[src/rtl/approx_arith_pkg.sv]
// Shared types and widths for the approximate arithmetic lanes.
// Purely declarative: no logic, no latency, no flow control.
// Operand pairs travel as one packed add_op_t so muxing and staging stay one bus.
package approx_arith_pkg;

    localparam int ADD_W = 16;
    localparam int SUM_W = 17;
    localparam int CNT_W = 16;

    typedef struct packed {
        logic [ADD_W-1:0] a;
        logic [ADD_W-1:0] b;
    } add_op_t;

endpackage

[src/rtl/add16u_0P5.sv]
// Approximate 16-bit unsigned adder: exact upper 12 bits, guessed low nibble.
// Purely combinational, zero latency, no flow control.
// Error against the exact sum never exceeds 9.
module add16u_0P5 (
    input  logic [15:0] A,
    input  logic [15:0] B,
    output logic [16:0] O
);

    logic [12:0] hi_sum;
    logic        unused_low_bits;

    // Bit 3 of each operand stands in for the whole low-nibble carry;
    // O[3] picks the midpoint of the remaining range so the error stays centred.
    assign hi_sum = {1'b0, A[15:4]} + {1'b0, B[15:4]} + {12'd0, A[3] | B[3]};
    assign O      = {hi_sum, ~(A[3] ^ B[3]), 2'b00, A[13] & B[13]};

    assign unused_low_bits = ^{A[2:0], B[2:0]};

endmodule

[src/rtl/approx_rr_arbiter.sv]
// Round-robin grant among NREQ requesters, search starts at the pointer.
// Grant is combinational; pointer moves one edge after an enabled grant.
// en=0 freezes the pointer so a stalled consumer never loses its turn order.
module approx_rr_arbiter #(
    parameter int NREQ = 4,
    parameter int IDW  = $clog2(NREQ)
) (
    input  logic            clk,
    input  logic            rst_n,
    input  logic [NREQ-1:0] req,
    input  logic            en,
    output logic [NREQ-1:0] gnt,
    output logic [IDW-1:0]  gnt_id,
    output logic            gnt_vld
);

    logic [IDW-1:0] ptr_q;
    logic [IDW-1:0] ptr_d;

    // Walk offsets from farthest to nearest so the nearest requester is written last.
    always_comb begin
        int idx;
        idx     = 0;
        gnt_id  = '0;
        gnt_vld = 1'b0;
        for (int k = NREQ - 1; k >= 0; k--) begin
            idx = int'(ptr_q) + k;
            if (idx >= NREQ) begin
                idx = idx - NREQ;
            end
            if (req[idx]) begin
                gnt_vld = 1'b1;
                gnt_id  = IDW'(idx);
            end
        end
    end

    assign gnt = gnt_vld ? ({{(NREQ-1){1'b0}}, 1'b1} << gnt_id) : '0;

    always_comb begin
        ptr_d = ptr_q;
        if (en && gnt_vld) begin
            ptr_d = (gnt_id == IDW'(NREQ - 1)) ? '0 : gnt_id + IDW'(1);
        end
    end

    always_ff @(posedge clk or negedge rst_n) begin
        if (!rst_n) begin
            ptr_q <= '0;
        end else begin
            ptr_q <= ptr_d;
        end
    end

endmodule

[src/rtl/approx_add_arbiter.sv]
// Shares one approximate adder among NREQ lanes with round-robin arbitration.
// Two register stages: operand capture, then tagged result (transfer at k -> valid after k+1).
// res_ready low holds the result stage; a full operand stage then drops req_ready to zero.
module approx_add_arbiter
    import approx_arith_pkg::*;
#(
    parameter int NREQ = 4,
    parameter int IDW  = $clog2(NREQ)
) (
    input  logic                  clk,
    input  logic                  rst_n,
    input  logic                  flush,
    input  logic [NREQ-1:0]       req_valid,
    output logic [NREQ-1:0]       req_ready,
    input  logic [NREQ*ADD_W-1:0] req_a,
    input  logic [NREQ*ADD_W-1:0] req_b,
    output logic                  res_valid,
    input  logic                  res_ready,
    output logic [SUM_W-1:0]      res_sum,
    output logic [IDW-1:0]        res_id,
    output logic                  busy,
    output logic [CNT_W-1:0]      done_cnt
);

    logic            adv;
    logic            acc;
    logic            xfer;
    logic [NREQ-1:0] gnt;
    logic [IDW-1:0]  gnt_id;
    logic            gnt_vld;
    add_op_t         op_sel;
    logic [SUM_W-1:0] add_o;

    logic            s1_valid_q, s1_valid_d;
    add_op_t         s1_op_q,    s1_op_d;
    logic [IDW-1:0]  s1_id_q,    s1_id_d;
    logic            res_valid_q, res_valid_d;
    logic [SUM_W-1:0] res_sum_q,  res_sum_d;
    logic [IDW-1:0]  res_id_q,   res_id_d;
    logic [CNT_W-1:0] done_cnt_q, done_cnt_d;

    assign adv = !res_valid_q || res_ready;
    // rst_n gates acceptance so req_ready reads zero while reset is asserted.
    assign acc  = (!s1_valid_q || adv) && !flush && rst_n;
    assign xfer = acc && gnt_vld;

    approx_rr_arbiter #(
        .NREQ (NREQ),
        .IDW  (IDW)
    ) u_arb (
        .clk     (clk),
        .rst_n   (rst_n),
        .req     (req_valid),
        .en      (acc),
        .gnt     (gnt),
        .gnt_id  (gnt_id),
        .gnt_vld (gnt_vld)
    );

    assign req_ready = acc ? gnt : '0;

    always_comb begin
        op_sel.a = req_a[int'(gnt_id)*ADD_W +: ADD_W];
        op_sel.b = req_b[int'(gnt_id)*ADD_W +: ADD_W];
    end

    add16u_0P5 u_add (
        .A (s1_op_q.a),
        .B (s1_op_q.b),
        .O (add_o)
    );

    always_comb begin
        s1_valid_d  = s1_valid_q;
        s1_op_d     = s1_op_q;
        s1_id_d     = s1_id_q;
        res_valid_d = res_valid_q;
        res_sum_d   = res_sum_q;
        res_id_d    = res_id_q;
        done_cnt_d  = done_cnt_q;

        // A result leaving in the flush cycle was already delivered, so it counts.
        if (res_valid_q && res_ready) begin
            done_cnt_d = done_cnt_q + CNT_W'(1);
        end

        if (flush) begin
            s1_valid_d  = 1'b0;
            res_valid_d = 1'b0;
        end else begin
            if (adv) begin
                res_valid_d = s1_valid_q;
                if (s1_valid_q) begin
                    res_sum_d = add_o;
                    res_id_d  = s1_id_q;
                end
            end
            if (xfer) begin
                s1_valid_d = 1'b1;
                s1_op_d    = op_sel;
                s1_id_d    = gnt_id;
            end else if (adv) begin
                s1_valid_d = 1'b0;
            end
        end
    end

    always_ff @(posedge clk or negedge rst_n) begin
        if (!rst_n) begin
            s1_valid_q  <= 1'b0;
            s1_op_q     <= '0;
            s1_id_q     <= '0;
            res_valid_q <= 1'b0;
            res_sum_q   <= '0;
            res_id_q    <= '0;
            done_cnt_q  <= '0;
        end else begin
            s1_valid_q  <= s1_valid_d;
            s1_op_q     <= s1_op_d;
            s1_id_q     <= s1_id_d;
            res_valid_q <= res_valid_d;
            res_sum_q   <= res_sum_d;
            res_id_q    <= res_id_d;
            done_cnt_q  <= done_cnt_d;
        end
    end

    assign res_valid = res_valid_q;
    assign res_sum   = res_sum_q;
    assign res_id    = res_id_q;
    assign busy      = s1_valid_q || res_valid_q;
    assign done_cnt  = done_cnt_q;

endmodule

[config.mk]
export PLATFORM = sky130hd
export DESIGN_NAME = approx_add_arbiter
export DESIGN_NICKNAME = d
export VERILOG_FILES = /design/src/rtl/approx_arith_pkg.sv /design/src/rtl/add16u_0P5.sv /design/src/rtl/approx_rr_arbiter.sv /design/src/rtl/approx_add_arbiter.sv
export SDC_FILE = /design/constraint.sdc
export NUM_CORES = 1
export LEC_CHECK = 0
export ABC_AREA = 1
export ABC_CLOCK_PERIOD_IN_PS = 4600
export CORE_ASPECT_RATIO = 1.5
export CORE_MARGIN = 4
export CORE_UTILIZATION = 49
export CTS_BUF_LIST = sky130_fd_sc_hd__clkbuf_8
export CTS_CLUSTER_DIAMETER = 120
export DETAILED_ROUTE_END_ITERATION = 6
export GPL_TIMING_DRIVEN = 0
export PLACE_DENSITY = 0.89
export SYNTH_ARGS = -nofsm -noshare
export SYNTH_HDL_FRONTEND = slang
export SYNTH_SLANG_ARGS = --single-unit
[constraint.sdc]
create_clock -name clk -period 4.6 [get_ports clk]
set_clock_uncertainty 0.05 [all_clocks]
set_input_delay 0.46 -clock clk [delete_from_list [all_inputs] [get_ports clk]]
set_output_delay 0.46 -clock clk [all_outputs]
set_load 0.1 [all_outputs]
==> results_dict.tcl, run 1 <==
set metrics [dict create \
    total_power_mw 4.63 \
    grtUsageTotal_pct 24.0 \
    finalCritPeriodShare_pct 90.8 \
    maxCapViolCount 0 \
    finalHoldViolCount 0 \
    maxSlewHeadroom_pct 31.5 \
    final_cell_mix "185 x nand2_1, 149 x clkdlybuf4s50_1, 121 x inv_1, 107 x nand3_1, 65 x dfrtp_1" \
    rsz0062_at_grt "false" \
    final_area_sq_um 6310 \
    antenna_found_initial 0 \
    synthCells 638 \
    syn2layout_area_growth_pct 41.8 \
    worstMarginPinSlew_ns 1.02 \
    ios 177 \
    synth_top_area_share_pct 36.5 \
    layout.nets 956 \
    timing.fmax_mhz 240 \
    routed_wl_um 12400 \
    post_drt_wl_per_cell_um 13.6 \
    htree_levels 3 \
    first_pass_iters 5 \
    die_h_um 125 \
    postCtsSetupRepairBufs 0 \
    finalMaxSlewViolations 0 \
    synth.avg_cell_area_sq_um 6.98 \
    num_vias 4649 \
    rr_worst_depth 13 \
    placed_area_sq_um 6110 \
    grt_pass1_vias 4795 \
    p_comb_share_pct 68.5 \
    antennaDiodeCount 0 \
    hold_ws_ns 0.135 \
    p_leak_nw 3.34 \
    outcome "completed" \
    overflow 0 \
    seqPwrFrac_pct 20.7 \
    row_count 42 \
    cts.path.max_buffers 2 \
    synth.largest_area_cell "dfrtp_1" \
    final_common_cell "nand2_1" \
    gp_congestion 0.878 \
    syn_area_sq_um 4450 \
    cts.sinks 65 \
    grt_max_degree 36 \
    clkLatencyLatePin_ns 0.35 \
    numCtsBuffers 9 \
    ctsHoldBuffers 0 \
    cp_max_fo 11 \
    core_area_sq_um 8830 \
    ctsRootBufferMaster "clkbuf_8" \
    die_area_sq_um 10700 \
    clk_pin_slew_ns 0.07 \
    finalSetupViolCount 0 \
    start_util_pct 50.4 \
    cts_resized 0 \
    p_sw_mw 2.52 \
    vdd_drop_max_mv 0.459 \
    ys_types 37 \
    die_w_um 85.8 \
    yosysWarnings 0 \
    final.min_clock_period_ns 4.17 \
    crit_arrival_ns 3.66 \
    p_int_mw 2.11 \
    sw_frac_of_total_pct 54.4 \
    cts_tree "built" \
    drtIter0Drc 261 \
    synth-seq-cells 65 \
    hold_class "input pin to async pin" \
    fin_setup_tns_ns 0 \
    final_layout_size_suffix_gt1_share_pct 7.34 \
    drt.antenna.violating_nets 0 \
    timing.critical_path.required_ns 4.09 \
    dp_hpwl_um 10200 \
    fillers 691 \
    drc 0 \
    via_per_inst 5.09 \
    pwr-share-clk_pct 10.8 \
    crit_type "input pin to output pin" \
    port-buffer-count 150 \
    grt_pass1_wl_um 20800 \
    seq_area_frac_synth_pct 36.5 \
    cp-end-kind "output pin" \
    startpoint_type "input pin" \
    p_per_area_nw_per_um2 733 \
    synth_area_leaders "dfrtp_1 37%, nand2_1 16%, nand3_1 12%" \
]
-- layout make-up --
class	count	area, sq um	area share, %
clock inverter	2	37.5	0.595
clock buffer	12	165	2.62
multi-input combinational	427	2220	35.2
tap	110	138	2.18
sequential	65	1630	25.8
inverter	123	462	7.32
timing repair buffer	151	1520	24.0
buffer	24	144	2.28
-- worst max-delay path, cell delays in order --
cell,delay (ns)
clkdlybuf4s50_1,0.46
inv_1,0.06
o21ai_1,0.19
nand2_1,0.16
nand3_2,0.13
nand3_2,0.14
nand2_2,0.12
buf_6,0.14
buf_2,0.28
ha_1,0.19
inv_1,0.04
nor2_1,0.13
clkdlybuf4s50_1,1.15
-- layer usage --
layer,GRT usage [%],wire length [um]
met5,0,0
met4,12.7,599
met3,4.77,784
met2,43.3,6490
met1,25.6,4560
-- cells by family (layout without fill, tap and decap cells) --
family	after synthesis	in the layout	share of synthesized area (%)
and+or+nand+nor	347	347	35.1
other	1	2	0.0843
muxes	1	1	0.253
buffers and inverters	147	312	13.6
adders and majority gates	19	19	5.68
AOI/OAI and AO/OA	37	37	4.58
xor gates and xnor gates	21	21	4.13
DFF	65	65	36.5
-- cells in the mapped netlist, drive strengths merged --
master and instances:
o21ai 19, nand3b 2, nor3 4, o21a 1
nand2 189, a31oi 4, xnor2 10, ha 17
a21o 2, nor2 20, fa 2, clkbuf 8
nand4 2, inv 123, xor2 11, a21oi 10
or2 20, dfrtp 65, mux2 1, nand3 110
conb 1, o21bai 1, buf 16
-- path summary, 6_finish.rpt --
| check | from | endpoint | slack, ns |
|---|---|---|---|
| min in group clk | done_cnt[15] | done_cnt[15] | 0.42 |
| setup reg to reg | s1_op_q[3] | res_sum[13] | 2.22 |
| hold / removal | rst_n | done_cnt[14] | 0.13 |
| hold reg to reg | done_cnt[15] | done_cnt[15] | 0.42 |
| max in group asynchronous | rst_n | s1_op_q[30] | 3.74 |
| setup / recovery | req_valid[1] | req_ready[3] | 0.43 |
-- power groups by stage --
stage	clock, mW	sequential, mW	combinational (mW)
final	0.498	0.957	3.17
after CTS	0.505	0.952	3.14
after global placement	0	0.952	3.01
after detailed placement	0	0.958	3.13
after global routing	0.535	0.979	3.46
after floorplan	0	1.55	1.74
-- per-stage QoR --
step / setup WS [ns] / instances / utilization [%]
after floorplan: 1.24 / 639 / -
after global routing: 0.269 / 914 / 71.5
final: 0.425 / 914 / 71.5
after detailed placement: 0.480 / 900 / 69.2
after CTS: 0.491 / 914 / 71.5
after global placement: -0.927 / 899 / 69.0
-- sequential cells by signal (all words and copies together) (netlist names) --
register	flops
s1_op_q	26
done_cnt	16
res_sum	15
res_id	2
s1_id_q	2
u_arb.ptr_q	2
res_valid	1
s1_valid_q	1
Power figures use the tool's default switching activity.
==> run 2: changes to the inputs <==
Settings changed: CELL_PAD_IN_SITES_DETAIL_PLACEMENT from default to 0, CELL_PAD_IN_SITES_GLOBAL_PLACEMENT from default to 2, CORE_UTILIZATION 49 to 25, CTS_BUF_LIST sky130_fd_sc_hd__clkbuf_8 to sky130_fd_sc_hd__clkbuf_4, CTS_CLUSTER_SIZE from default to 24, PLACE_DENSITY 0.89 to default, PLACE_DENSITY_LB_ADDON from default to 0.1.
==> run 2 against run 1 <==
  * Flip-flop and latch count unchanged
  * Core utilization down 35 points
  * First-iteration DRC count down 34%
==> results_dict.tcl, run 2 (synthesis gave the netlist of run 1 again) <==
set metrics [dict create \
    via_per_inst 4.26 \
    p_per_area_nw_per_um2 710 \
    regMostFlops "s1_op_q" \
    port-buffer-count 150 \
    grtUsageTotal_pct 14.0 \
    clkLatencyLatePin_ns 0.41 \
    num_vias 4336 \
    finalSetupViolCount 0 \
    seqPwrFrac_pct 21.1 \
    final_cell_mix "185 x nand2_1, 149 x clkdlybuf4s50_1, 121 x inv_1, 107 x nand3_1, 65 x dfrtp_1" \
    cp-end-kind "output pin" \
    fillers 1898 \
    final_layout_size_suffix_gt1_share_pct 7.22 \
    die_h_um 171 \
    cts.sinks 65 \
    start_util_pct 25.5 \
    p_int_mw 2.04 \
    pwr-share-clk_pct 9.4 \
    total_power_mw 4.52 \
    syn2layout_area_growth_pct 43.2 \
    htree_levels 3 \
    startpoint_type "register" \
    finalHoldViolCount 0 \
    final_area_sq_um 6370 \
    first_pass_iters 6 \
    ctsHoldBuffers 0 \
    ctsRootBufferMaster "clkbuf_4" \
    final_common_cell "nand2_1" \
    grt_max_degree 67 \
    grt_pass1_wl_um 22200 \
    postLayoutSetupSlackWorst_ns 0.510 \
    layout.nets 955 \
    place_ws_ns 0.500 \
    drt.antenna.violating_nets 0 \
    maxCapViolCount 0 \
    placed_area_sq_um 6220 \
    vdd_drop_max_mv 0.203 \
    p_comb_share_pct 69.5 \
    outcome "completed" \
    worstMarginPinSlew_ns 1.00 \
    largest_reg_flops 26 \
    r2r-start "u_arb.ptr_q[0]" \
    ios 177 \
    crit_arrival_ns 3.58 \
    hold_ws_ns 0.0839 \
    crit_start "u_arb.ptr_q[0]" \
    die_area_sq_um 20000 \
    antenna_found_initial 1 \
    multiInputGateArea_sq_um 2220 \
    cp_max_fo 11 \
    core_area_sq_um 17400 \
    p_leak_nw 3.31 \
    post_drt_wl_per_cell_um 13.2 \
    cts_tree "built" \
    numCtsBuffers 9 \
    overflow 0 \
    cts_resized 0 \
    clk_pin_slew_ns 0.10 \
    drc 0 \
    regArea_sq_um 1630 \
    hold_class "input pin to async pin" \
    finalCritPeriodShare_pct 88.9 \
    routed_wl_um 13400 \
    gp_congestion 0.782 \
    die_w_um 117 \
    dp_hpwl_um 11200 \
    postCtsSetupRepairBufs 0 \
    drtIter0Drc 173 \
    sw_frac_of_total_pct 54.9 \
    final.min_clock_period_ns 4.09 \
    p_sw_mw 2.49 \
    cts.path.max_buffers 2 \
    timing.critical_path.required_ns 4.09 \
    rsz0062_at_grt "false" \
    timing.fmax_mhz 245 \
    finalMaxSlewViolations 0 \
    row_count 59 \
    crit_type "register to output pin" \
    grt_pass1_vias 4604 \
    maxSlewHeadroom_pct 33.0 \
]
-- run 2: worst max-delay path: stages (launching register included) --
cell             delay [ns]
dfrtp_1                0.42
buf_6                  0.16
o21ai_1                0.19
nand2_1                0.14
nand3_2                0.12
nand3_2                0.13
nand2_2                0.12
buf_6                  0.15
buf_2                  0.28
ha_1                   0.19
inv_1                  0.04
nor2_1                 0.09
clkdlybuf4s50_1        1.15
-- run 2: power groups by stage --
| stage | logic [mW] | clock network, mW | registers, mW |
|---|---|---|---|
| 5_1_grt | 3.54 | 0.474 | 0.980 |
| 4_1_cts | 3.22 | 0.447 | 0.956 |
| 2_1_floorplan | 1.74 | 0 | 1.55 |
| 3_3_place_gp | 3.19 | 0 | 0.965 |
| 3_5_place_dp | 3.21 | 0 | 0.967 |
| 6_report | 3.15 | 0.427 | 0.953 |
-- run 2: area by class of cell --
class                      instances  area share (%)
inverter                         123            7.25
tap                              213            4.18
clock inverter                     3            1.06
timing repair buffer             150            23.5
clock buffer                      11            1.30
buffer                            24            2.26
antenna                            1          0.0393
sequential                        65            25.5
multi-input combinational        427            34.9
-- run 2: path summary, 6_finish.rpt --
| check | cells after the start | slack [ns] | end |
|---|---|---|---|
| worst max-delay path | 12 | 0.51 | req_ready[3] |
| worst min-delay path | 1 | 0.08 | u_arb.ptr_q[1] |
| worst max register to register | 11 | 2.32 | u_arb.ptr_q[1] |
| worst min register to register | 1 | 0.43 | done_cnt[15] |
| max in group asynchronous | 1 | 3.84 | s1_op_q[29] |
| min in group clk | 1 | 0.43 | done_cnt[15] |
-- run 2: routing by layer --
metal  up-vias  global-route usage [%]  share of wire [%]
li1       2288                       -                  -
met1      1936                    16.8                 42
met2       107                    25.1                 52
met3         5                    3.38                4.6
met4         0                    2.84               0.82
met5         -                       0                  0
-- run 2: metrics by stage --
| step | instances | TNS, ns | util, % |
|---|---|---|---|
| after floorplan | 639 | 0 | - |
| after global placement | 1002 | -4.82 | 35.7 |
| after detailed placement | 1002 | 0 | 35.7 |
| after CTS | 1016 | 0 | 36.6 |
| after global routing | 1017 | 0 | 36.6 |
| final | 1017 | 0 | 36.6 |
==> run 3: changes to the inputs <==
Settings changed: ABC_CLOCK_PERIOD_IN_PS 4600 to default, CORE_UTILIZATION 25 to 23.
Clock period 4.6 ns to 4.7 ns, I/O delays scaled along.
==> run 3 against run 2 <==
  * Total power is 1.5% lower
  * First-iteration DRC count is 21% lower
  * Worst hold slack better by 0.016 ns
  * Clock power is 1% lower
  * Routed wire length is 4.7% higher
  * Combinational power is 2% lower
  * Non-clock buffer count stayed put
  * Flip-flop and latch count stayed put
  * Cell area is 0.88% higher
  * Global-route usage is 0.89 points lower
  * Die area is 8.2% higher
  * Via count is 0.69% higher
  * Largest cell class unchanged
==> results_dict.tcl, run 3 (synthesis gave the netlist of run 1 again) <==
set metrics [dict create \
    outcome "completed" \
    maxSlewHeadroom_pct 32.6 \
    syn2layout_area_growth_pct 44.4 \
    total_power_mw 4.46 \
    regMostFlops "s1_op_q" \
    drc 0 \
    cpPeakStageDelay_ns 1.15 \
    port-buffer-count 150 \
    ctsRootBufferMaster "clkbuf_4" \
    num_vias 4366 \
    vdd_drop_max_mv 0.189 \
    cts_resized 0 \
    cp-end-kind "output pin" \
    ios 177 \
    p_sw_mw 2.47 \
    finalHoldViolCount 0 \
    post_drt_wl_per_cell_um 13.2 \
    overflow 0 \
    core_area_sq_um 19100 \
    post-route-util_pct 33.7 \
    cts_tree "built" \
    p_leak_nw 3.31 \
    finalSetupViolCount 0 \
    ctsHoldBuffers 0 \
    layout.nets 955 \
    p_int_mw 1.99 \
    rsz0062_at_grt "false" \
    worstPathCellList "buf_6 -> o21ai_1 -> nand2_1 -> nand3_2 -> nand3_2 -> nand2_2 -> buf_6 -> buf_2 -> ha_1 -> inv_1 -> nor2_1 -> clkdlybuf4s50_1" \
    p_comb_share_pct 69.6 \
    largest_reg_flops 26 \
    hold_class "input pin to async pin" \
    cts.path.max_buffers 2 \
    pwr-share-clk_pct 9.4 \
    antenna_found_initial 1 \
    sw_frac_of_total_pct 55.5 \
    via_per_inst 4.11 \
    final_cell_mix "185 x nand2_1, 149 x clkdlybuf4s50_1, 121 x inv_1, 107 x nand3_1, 65 x dfrtp_1" \
    numCtsBuffers 9 \
    worst-path-buf-inv 5 \
    htree_levels 3 \
    die_w_um 122 \
    gp_congestion 0.786 \
    maxCapViolCount 0 \
    die_area_sq_um 21700 \
    drt.antenna.violating_nets 0 \
    cp_max_fo 11 \
    row_count 62 \
    grt_pass1_wl_um 22300 \
    final_common_cell "nand2_1" \
    final.min_clock_period_ns 4.13 \
    timing.fmax_mhz 242 \
    startpoint_type "register" \
    die_h_um 178 \
    crit_start "u_arb.ptr_q[0]" \
    clkLatencyLatePin_ns 0.42 \
    grt_pass1_vias 4547 \
    postCtsSetupRepairBufs 0 \
    crit_arrival_ns 3.61 \
    p_per_area_nw_per_um2 693 \
    timing.critical_path.required_ns 4.18 \
    seqPwrFrac_pct 21.0 \
    grt_max_degree 67 \
    dp_hpwl_um 11600 \
    crit_type "register to output pin" \
    cts.sinks 65 \
    finalCritPeriodShare_pct 87.9 \
    fillers 2136 \
    first_pass_iters 4 \
    worstMarginPinSlew_ns 1.01 \
    start_util_pct 23.3 \
    routed_wl_um 14000 \
    critPathSlowestCell "clkdlybuf4s50_1" \
    drtIter0Drc 137 \
    final_layout_size_suffix_gt1_share_pct 7.20 \
    r2r-start "s1_op_q[19]" \
    grtUsageTotal_pct 13.1 \
    critical_path.top_delay_family "buffers and inverters" \
    clk_pin_slew_ns 0.11 \
    finalMaxSlewViolations 0 \
]
## run 3: stage by stage
step | cells | area (sq um) | hold slack, ns | worst slack (ns) | setup TNS, ns
2_1_floorplan | 639 | 4450 | 0.124 | 1.33 | 0
3_5_place_dp | 1045 | 6270 | 0.421 | 0.555 | 0
3_3_place_gp | 1045 | 6280 | 0.411 | -1.21 | -4.73
4_1_cts | 1061 | 6430 | 0.115 | 0.475 | 0
6_report | 1062 | 6430 | 0.0997 | 0.571 | 0
5_1_grt | 1062 | 6430 | 0.155 | 0.267 | 0
## run 3: worst paths after layout
check | to | slack [ns] | depth (start not counted)
max | req_ready[3] | 0.57 | 12
min | u_arb.ptr_q[1] | 0.1 | 1
max reg2reg | res_sum[13] | 2.40 | 13
min reg2reg | done_cnt[15] | 0.43 | 1
max in group asynchronous | s1_op_q[8] | 3.94 | 1
min in group clk | done_cnt[15] | 0.43 | 1
## run 3: routing by layer
metal	track usage, %	part of all wire [%]	up-vias
li1	-	-	2285
met1	15.5	42	1945
met2	23.8	51	123
met3	2.70	4.8	13
met4	3.46	1.5	0
met5	0	0	-
## run 3: power groups by stage
stage / Sequential [mW] / Clock, mW / Combinational, mW
final: 0.934 / 0.421 / 3.10
after global routing: 0.963 / 0.466 / 3.46
after CTS: 0.939 / 0.440 / 3.17
after detailed placement: 0.950 / 0 / 3.16
after global placement: 0.949 / 0 / 3.15
after floorplan: 1.52 / 0 / 1.71
## run 3: area by class of cell
type	count	area [sq um]	area share [%]
clock buffers	9	67.6	1.05
well taps	256	320	4.98
flip-flops and latches	65	1630	25.3
diodes	1	2.50	0.0389
clock inverters	7	85.1	1.32
inverters	123	462	7.18
multi-input cells	427	2220	34.6
repair buffers	150	1500	23.3
plain buffers	24	144	2.24
